### src/rtl/fetch_ctrl_if.sv
// Handshake bundle between the fetch controller, the PC register and instruction memory.
// The master modport is the controller side; the slave modport is the surrounding pipeline.
`timescale 1ns/1ps
interface fetch_ctrl_if #(
    parameter int unsigned PC_W = 32
);
    logic            stall_i;
    logic            exc_req_i;
    logic            jump_req_i;
    logic [PC_W-1:0] jump_addr_i;
    logic            branch_req_i;
    logic [PC_W-1:0] branch_addr_i;
    logic            imem_ack_i;

    logic            imem_req_o;
    logic            fetch_valid_o;
    logic            pc_enable_o;
    logic            pc_stall_o;
    logic            pc_use_new_addr_o;
    logic [PC_W-1:0] pc_addr_o;
    logic            redirect_taken_o;

    modport master (
        input  stall_i, exc_req_i, jump_req_i, jump_addr_i,
               branch_req_i, branch_addr_i, imem_ack_i,
        output imem_req_o, fetch_valid_o, pc_enable_o, pc_stall_o,
               pc_use_new_addr_o, pc_addr_o, redirect_taken_o
    );

    modport slave (
        output stall_i, exc_req_i, jump_req_i, jump_addr_i,
               branch_req_i, branch_addr_i, imem_ack_i,
        input  imem_req_o, fetch_valid_o, pc_enable_o, pc_stall_o,
               pc_use_new_addr_o, pc_addr_o, redirect_taken_o
    );
endinterface

### src/rtl/fetch_ctrl.sv
// Instruction fetch controller: sequences memory reads, PC advance and redirects,
// discarding the response of a read that was in flight when the PC was redirected.
`timescale 1ns/1ps
module fetch_ctrl #(
    parameter int unsigned     PC_W       = 32,
    parameter logic [PC_W-1:0] EXC_VECTOR = 32'h0000_0180
) (
    input  logic         clk_i,
    input  logic         reset_n_i,
    fetch_ctrl_if.master bus
);
    typedef enum logic [1:0] {
        IDLE,
        FETCH,
        STALL
    } state_e;

    state_e          state_q, state_d;
    logic            squash_q, squash_d;
    logic            redirect;
    logic [PC_W-1:0] target;

    // Redirect requests are only honoured once the controller has left IDLE.
    always_comb begin
        redirect = (state_q != IDLE) &&
                   (bus.exc_req_i || bus.jump_req_i || bus.branch_req_i);
        target   = '0;
        if (bus.exc_req_i) begin
            target = EXC_VECTOR;
        end else if (bus.jump_req_i) begin
            target = bus.jump_addr_i;
        end else if (bus.branch_req_i) begin
            target = bus.branch_addr_i;
        end
    end

    always_ff @(posedge clk_i or negedge reset_n_i) begin
        if (!reset_n_i) begin
            state_q  <= IDLE;
            squash_q <= 1'b0;
        end else begin
            state_q  <= state_d;
            squash_q <= squash_d;
        end
    end

    always_comb begin
        state_d  = state_q;
        squash_d = squash_q;
        case (state_q)
            IDLE: begin
                state_d  = FETCH;
                squash_d = 1'b0;
            end
            FETCH: begin
                if (redirect) begin
                    // A read still in flight belongs to the old path; an ack arriving
                    // with the redirect retires that read, but never clears a pending squash.
                    squash_d = squash_q | ~bus.imem_ack_i;
                end else if (bus.imem_ack_i) begin
                    if (squash_q) begin
                        squash_d = 1'b0;
                    end else if (bus.stall_i) begin
                        state_d = STALL;
                    end
                end
            end
            STALL: begin
                if (redirect || !bus.stall_i) begin
                    state_d = FETCH;
                end
            end
            default: begin
                state_d  = IDLE;
                squash_d = 1'b0;
            end
        endcase
    end

    always_comb begin
        bus.imem_req_o        = 1'b0;
        bus.fetch_valid_o     = 1'b0;
        bus.pc_enable_o       = 1'b0;
        bus.pc_stall_o        = 1'b0;
        bus.pc_use_new_addr_o = 1'b0;
        bus.pc_addr_o         = '0;
        bus.redirect_taken_o  = 1'b0;
        case (state_q)
            FETCH: begin
                bus.pc_enable_o = 1'b1;
                bus.imem_req_o  = 1'b1;
                if (redirect) begin
                    bus.pc_use_new_addr_o = 1'b1;
                    bus.pc_addr_o         = target;
                    bus.redirect_taken_o  = 1'b1;
                end else if (bus.imem_ack_i && !squash_q) begin
                    bus.fetch_valid_o = 1'b1;
                    bus.pc_stall_o    = bus.stall_i;
                end else begin
                    bus.pc_stall_o = 1'b1;
                end
            end
            STALL: begin
                bus.pc_enable_o = 1'b1;
                if (redirect) begin
                    bus.pc_use_new_addr_o = 1'b1;
                    bus.pc_addr_o         = target;
                    bus.redirect_taken_o  = 1'b1;
                end else begin
                    bus.pc_stall_o = bus.stall_i;
                end
            end
            default: ;
        endcase
    end
endmodule

### src/flat_wrapper.sv
// flat-port wrapper written by rule: the top's interface ports become plain ports
module fetch_ctrl_flat 
#(
    parameter int unsigned     PC_W       = 32,
    parameter logic [PC_W-1:0] EXC_VECTOR = 32'h0000_0180
)
  (clk_i, reset_n_i, bus_stall_i, bus_exc_req_i, bus_jump_req_i, bus_jump_addr_i, bus_branch_req_i, bus_branch_addr_i, bus_imem_ack_i, bus_imem_req_o, bus_fetch_valid_o, bus_pc_enable_o, bus_pc_stall_o, bus_pc_use_new_addr_o, bus_pc_addr_o, bus_redirect_taken_o);
  fetch_ctrl_if #(.PC_W(PC_W)) bus_i ();
  input  logic clk_i;
  input  logic reset_n_i;
  input wire logic [$bits(bus_i.stall_i)-1:0] bus_stall_i;
  input wire logic [$bits(bus_i.exc_req_i)-1:0] bus_exc_req_i;
  input wire logic [$bits(bus_i.jump_req_i)-1:0] bus_jump_req_i;
  input wire logic [$bits(bus_i.jump_addr_i)-1:0] bus_jump_addr_i;
  input wire logic [$bits(bus_i.branch_req_i)-1:0] bus_branch_req_i;
  input wire logic [$bits(bus_i.branch_addr_i)-1:0] bus_branch_addr_i;
  input wire logic [$bits(bus_i.imem_ack_i)-1:0] bus_imem_ack_i;
  output wire logic [$bits(bus_i.imem_req_o)-1:0] bus_imem_req_o;
  output wire logic [$bits(bus_i.fetch_valid_o)-1:0] bus_fetch_valid_o;
  output wire logic [$bits(bus_i.pc_enable_o)-1:0] bus_pc_enable_o;
  output wire logic [$bits(bus_i.pc_stall_o)-1:0] bus_pc_stall_o;
  output wire logic [$bits(bus_i.pc_use_new_addr_o)-1:0] bus_pc_use_new_addr_o;
  output wire logic [$bits(bus_i.pc_addr_o)-1:0] bus_pc_addr_o;
  output wire logic [$bits(bus_i.redirect_taken_o)-1:0] bus_redirect_taken_o;
  assign bus_i.stall_i = bus_stall_i;
  assign bus_i.exc_req_i = bus_exc_req_i;
  assign bus_i.jump_req_i = bus_jump_req_i;
  assign bus_i.jump_addr_i = bus_jump_addr_i;
  assign bus_i.branch_req_i = bus_branch_req_i;
  assign bus_i.branch_addr_i = bus_branch_addr_i;
  assign bus_i.imem_ack_i = bus_imem_ack_i;
  assign bus_imem_req_o = bus_i.imem_req_o;
  assign bus_fetch_valid_o = bus_i.fetch_valid_o;
  assign bus_pc_enable_o = bus_i.pc_enable_o;
  assign bus_pc_stall_o = bus_i.pc_stall_o;
  assign bus_pc_use_new_addr_o = bus_i.pc_use_new_addr_o;
  assign bus_pc_addr_o = bus_i.pc_addr_o;
  assign bus_redirect_taken_o = bus_i.redirect_taken_o;
  fetch_ctrl #(.PC_W(PC_W), .EXC_VECTOR(EXC_VECTOR)) u_core (.clk_i(clk_i), .reset_n_i(reset_n_i), .bus(bus_i));
endmodule
### config.mk
export PLATFORM = sky130hd
export DESIGN_NAME = fetch_ctrl_flat
export DESIGN_NICKNAME = d
export VERILOG_FILES = /design/src/rtl/fetch_ctrl_if.sv /design/src/rtl/fetch_ctrl.sv /design/src/flat_wrapper.sv
export SDC_FILE = /design/constraint.sdc
export NUM_CORES = 1
export LEC_CHECK = 0
export ABC_AREA = 1
export ABC_CLOCK_PERIOD_IN_PS = 1470
export BUFFER_PORTS_ARGS = -buffer_cell sky130_fd_sc_hd__buf_2
export CAP_MARGIN = 20
export CORE_MARGIN = 10
export CORE_UTILIZATION = 30
export CTS_BUF_LIST = sky130_fd_sc_hd__clkbuf_8
export DETAILED_ROUTE_END_ITERATION = 10
export PLACE_DENSITY = 0.78
export SYNTH_ARGS = -nofsm -noshare
export SYNTH_HDL_FRONTEND = slang
export SYNTH_SLANG_ARGS = --single-unit
export TNS_END_PERCENT = 1
### constraint.sdc
create_clock -name clk_i -period 1.47 [get_ports clk_i]
set_input_delay 0.2205 -clock clk_i [delete_from_list [all_inputs] [get_ports clk_i]]
set_output_delay 0.2205 -clock clk_i [all_outputs]
set_load 0.005 [all_outputs]
==> results.py <==
metrics = {
    "synth": {
        "avgSynthCellArea_um2": 7.14,
        "synth_top_area_share_pct": 25.6,
        "yosys_warnings": 0,
        "yosysSeqAreaShare_pct": 8.55,
        "synthesis.area_um2": 878,
        "yosys-top-cells-area": "a22oi_1 (26%), nor2_2 (14%), nor2_4 (14%), dfrtp_1 (8.5%), ha_1 (5.7%)",
        "synthCells": 123,
        "synth_seq_cells": 3,
        "synth_top_area_cell": "a22oi_1",
        "synthesis.nets": 198,
        "ys_types": 22,
    },
    "clock_network": {
        "cts_tree": "done",
        "cts_root_buf": "clkbuf_8",
        "htreeDepth": 1,
        "path_clk_slew_ns": 0.03,
        "numCtsBuffers": 3,
        "clockBufferDepth": 2,
        "insertion_delay_ns": 0.22,
        "clock-sinks": 3,
    },
    "route": {
        "drt-initial-drc-count": 46,
        "drcViolationCount": 0,
        "avgRoutedWirePerCell_um": 15.1,
        "wl_mm": 4.14,
        "drt_pass1_iterations": 4,
        "ant_nets": 0,
        "vias_per_cell": 4.85,
        "vias": 1328,
    },
    "floorplanning": {
        "dieArea_um2": 5490,
        "fp.coreArea_um2": 2780,
        "rows": 19,
        "dieWidth_um": 74.1,
        "die_y_um": 74.1,
        "start_util_pct": 31.6,
        "pin_count": 109,
    },
    "timing": {
        "setup_viol": 34,
        "worst_pin_slew_ns": 0.313,
        "relSlewSlack_pct": 79.1,
        "grt_setup_unrepaired": "yes",
        "final.min_clock_period_ns": 1.95,
        "holdWs_ns": 0.325,
        "clock.fmax_mhz": 514,
        "skew_ns": 0.00599,
        "finalWorstSetupSlack_ns": -0.477,
        "slew_violations": 0,
        "period_share_pct": 132,
        "hold_viol": 0,
    },
    "placed_design": {
        "pre_cts_ws_ns": -0.245,
        "hpwl_mm": 3.54,
        "globalplace.congestion": 0.879,
        "dp_cells": 268,
        "port_buffers": 108,
    },
    "final_layout": {
        "drive_gt1_share_pct": 72.8,
        "nets": 319,
        "area_growth_pct": 92.7,
        "fin_util_pct": 60.9,
        "diodes": 0,
        "finalNonFillerCells": 274,
    },
    "grt": {
        "grt_pass1_vias": 1326,
        "groute.usage.overall_pct": 13.3,
        "grt_max_degree": 31,
        "grt_first_pass_wirelength_mm": 6.07,
        "antenna_found_initial": 0,
        "grt-ovfl-total": 0,
    },
    "setup_path": {
        "worstSetupPathType": "reg2out",
        "critPathMostFrequentCell": "inv_2",
        "slowest_stage": "dfrtp_1",
        "crit_chain": "inv_2, ha_4, inv_4, nor2_4, inv_2, or2_4, buf_12, nor2_2, buf_2",
        "critPathLaunchType": "flip-flop",
        "endpoint_kind": "output pin",
        "worstPathRequired_ns": 1.25,
        "max_stage_delay_ns": 0.36,
        "rr_worst_depth": 11,
        "cp_max_fo": 11,
        "arrival_ns": 1.73,
    },
    "outcome": {
        "outcome": "finished with violations",
        "violations": "setup timing",
    },
    "worst_hold_path": {
        "hold_class": "in2async",
    },
    "pwr": {
        "peakVddDrop_mv": 1.07,
        "power_leakage_uw": 0.000920,
        "power_density_nw_per_um2": 1240,
    },
    "run": {
        "cap_violations": 0,
    },
}
## synth_stat cells
cell type   n
o211ai_1    1
buf_6       3
nand2_2     1
a22oi_1    30
nor2_1      6
nor3_1      1
or2_4       1
nand3_1     4
inv_1      13
nand2_1     7
nand2_4     1
ha_1        4
inv_2       2
nor2_2     20
nor2_4     11
nand4_1     1
o21ai_0     1
clkbuf_1    6
a221oi_1    2
buf_4       2
a21oi_1     3
dfrtp_1     3
## per-layer routing
metal | global-route usage [%] | wire length [um] | vias up
met5 | 0 | 0 | -
met3 | 5.45 | 551 | 4
met1 | 13.7 | 1470 | 591
met2 | 24.6 | 2090 | 67
li1 | - | - | 666
met4 | 2.90 | 31 | 0
## where the power goes
| group | switching [uW] | internal (uW) |
|---|---|---|
| sequential | 23.7 | 121 |
| clock | 61.7 | 178 |
| combinational | 882 | 833 |
## final timing paths
check                                   from  slack [ns]                end
setup / recovery           u_core.state_q[1]       -0.48   bus_pc_addr_o[2]
hold / removal                     reset_n_i        0.33  u_core.state_q[1]
setup reg to reg           u_core.state_q[0]        0.07  u_core.state_q[0]
hold reg to reg              u_core.squash_q        0.57    u_core.squash_q
max in group asynchronous          reset_n_i        1.03    u_core.squash_q
min in group clk_i            bus_imem_ack_i        0.40    u_core.squash_q
## flip-flops by register name, indices dropped and copies added, names as in the netlist
signal           cells
u_core.state_q       2
u_core.squash_q      1
## logic make-up (layout without fill, tap and decap cells)
logic type,Yosys count,count (layout),share of synthesized area (%)
buffers and inverters,26,146,14.5
flip-flops,3,3,8.55
AO/OA/AOI/OAI,37,37,30.8
adder cells (fa/ha/maj),4,4,5.70
AND/OR/NAND/NOR,53,53,40.5
## placed cells by master, fill, tap and decap left out, drive strengths merged
master and n:
dfrtp 3, clkbuf 3, dlygate4sd3 1, inv 16, nor3 1, nand2 9, o211ai 1, a21oi 3
nand4 1, buf 126, nor2 37, a221oi 2, a22oi 30, nand3 4, o21ai 1, or2 1
ha 4
## final cells by class
type                       instances  area (um^2)
multi-input combinational         94          718
timing repair buffer             127          754
fill                             269         1090
clock inverter                     1         3.75
clock buffer                       3         41.3
sequential                         3         75.1
tap                               31         38.8
inverter                          15         61.3
## per-stage QoR
stage / TNS [ns] / total power [uW] / area [um^2]
floorplan: -4.46 / 1070 / 902
global placement: -5.66 / 1710 / 1580
detailed placement: -7.09 / 1750 / 1580
CTS: -14.39 / 2040 / 1650
global route: -17.04 / 2290 / 1690
finish: -14.46 / 2100 / 1690
## what timing repair did
action                     in CTS  in global routing
pin swaps                       2                  2
resized for setup               3                  9
hold buffers                    1                  0
hold endpoints to repair        3                  0
setup buffers                   0                  1
setup endpoints to repair      34                 35
## critical path: cells and delay by family, from the launching register on
family,cells,cell delay [ns]
AND/OR/NAND/NOR,3,0.43
adder cells (fa/ha/maj),1,0.28
buffers and inverters,5,0.42
flip-flops,1,0.36
(Power assumes the default switching activity.)
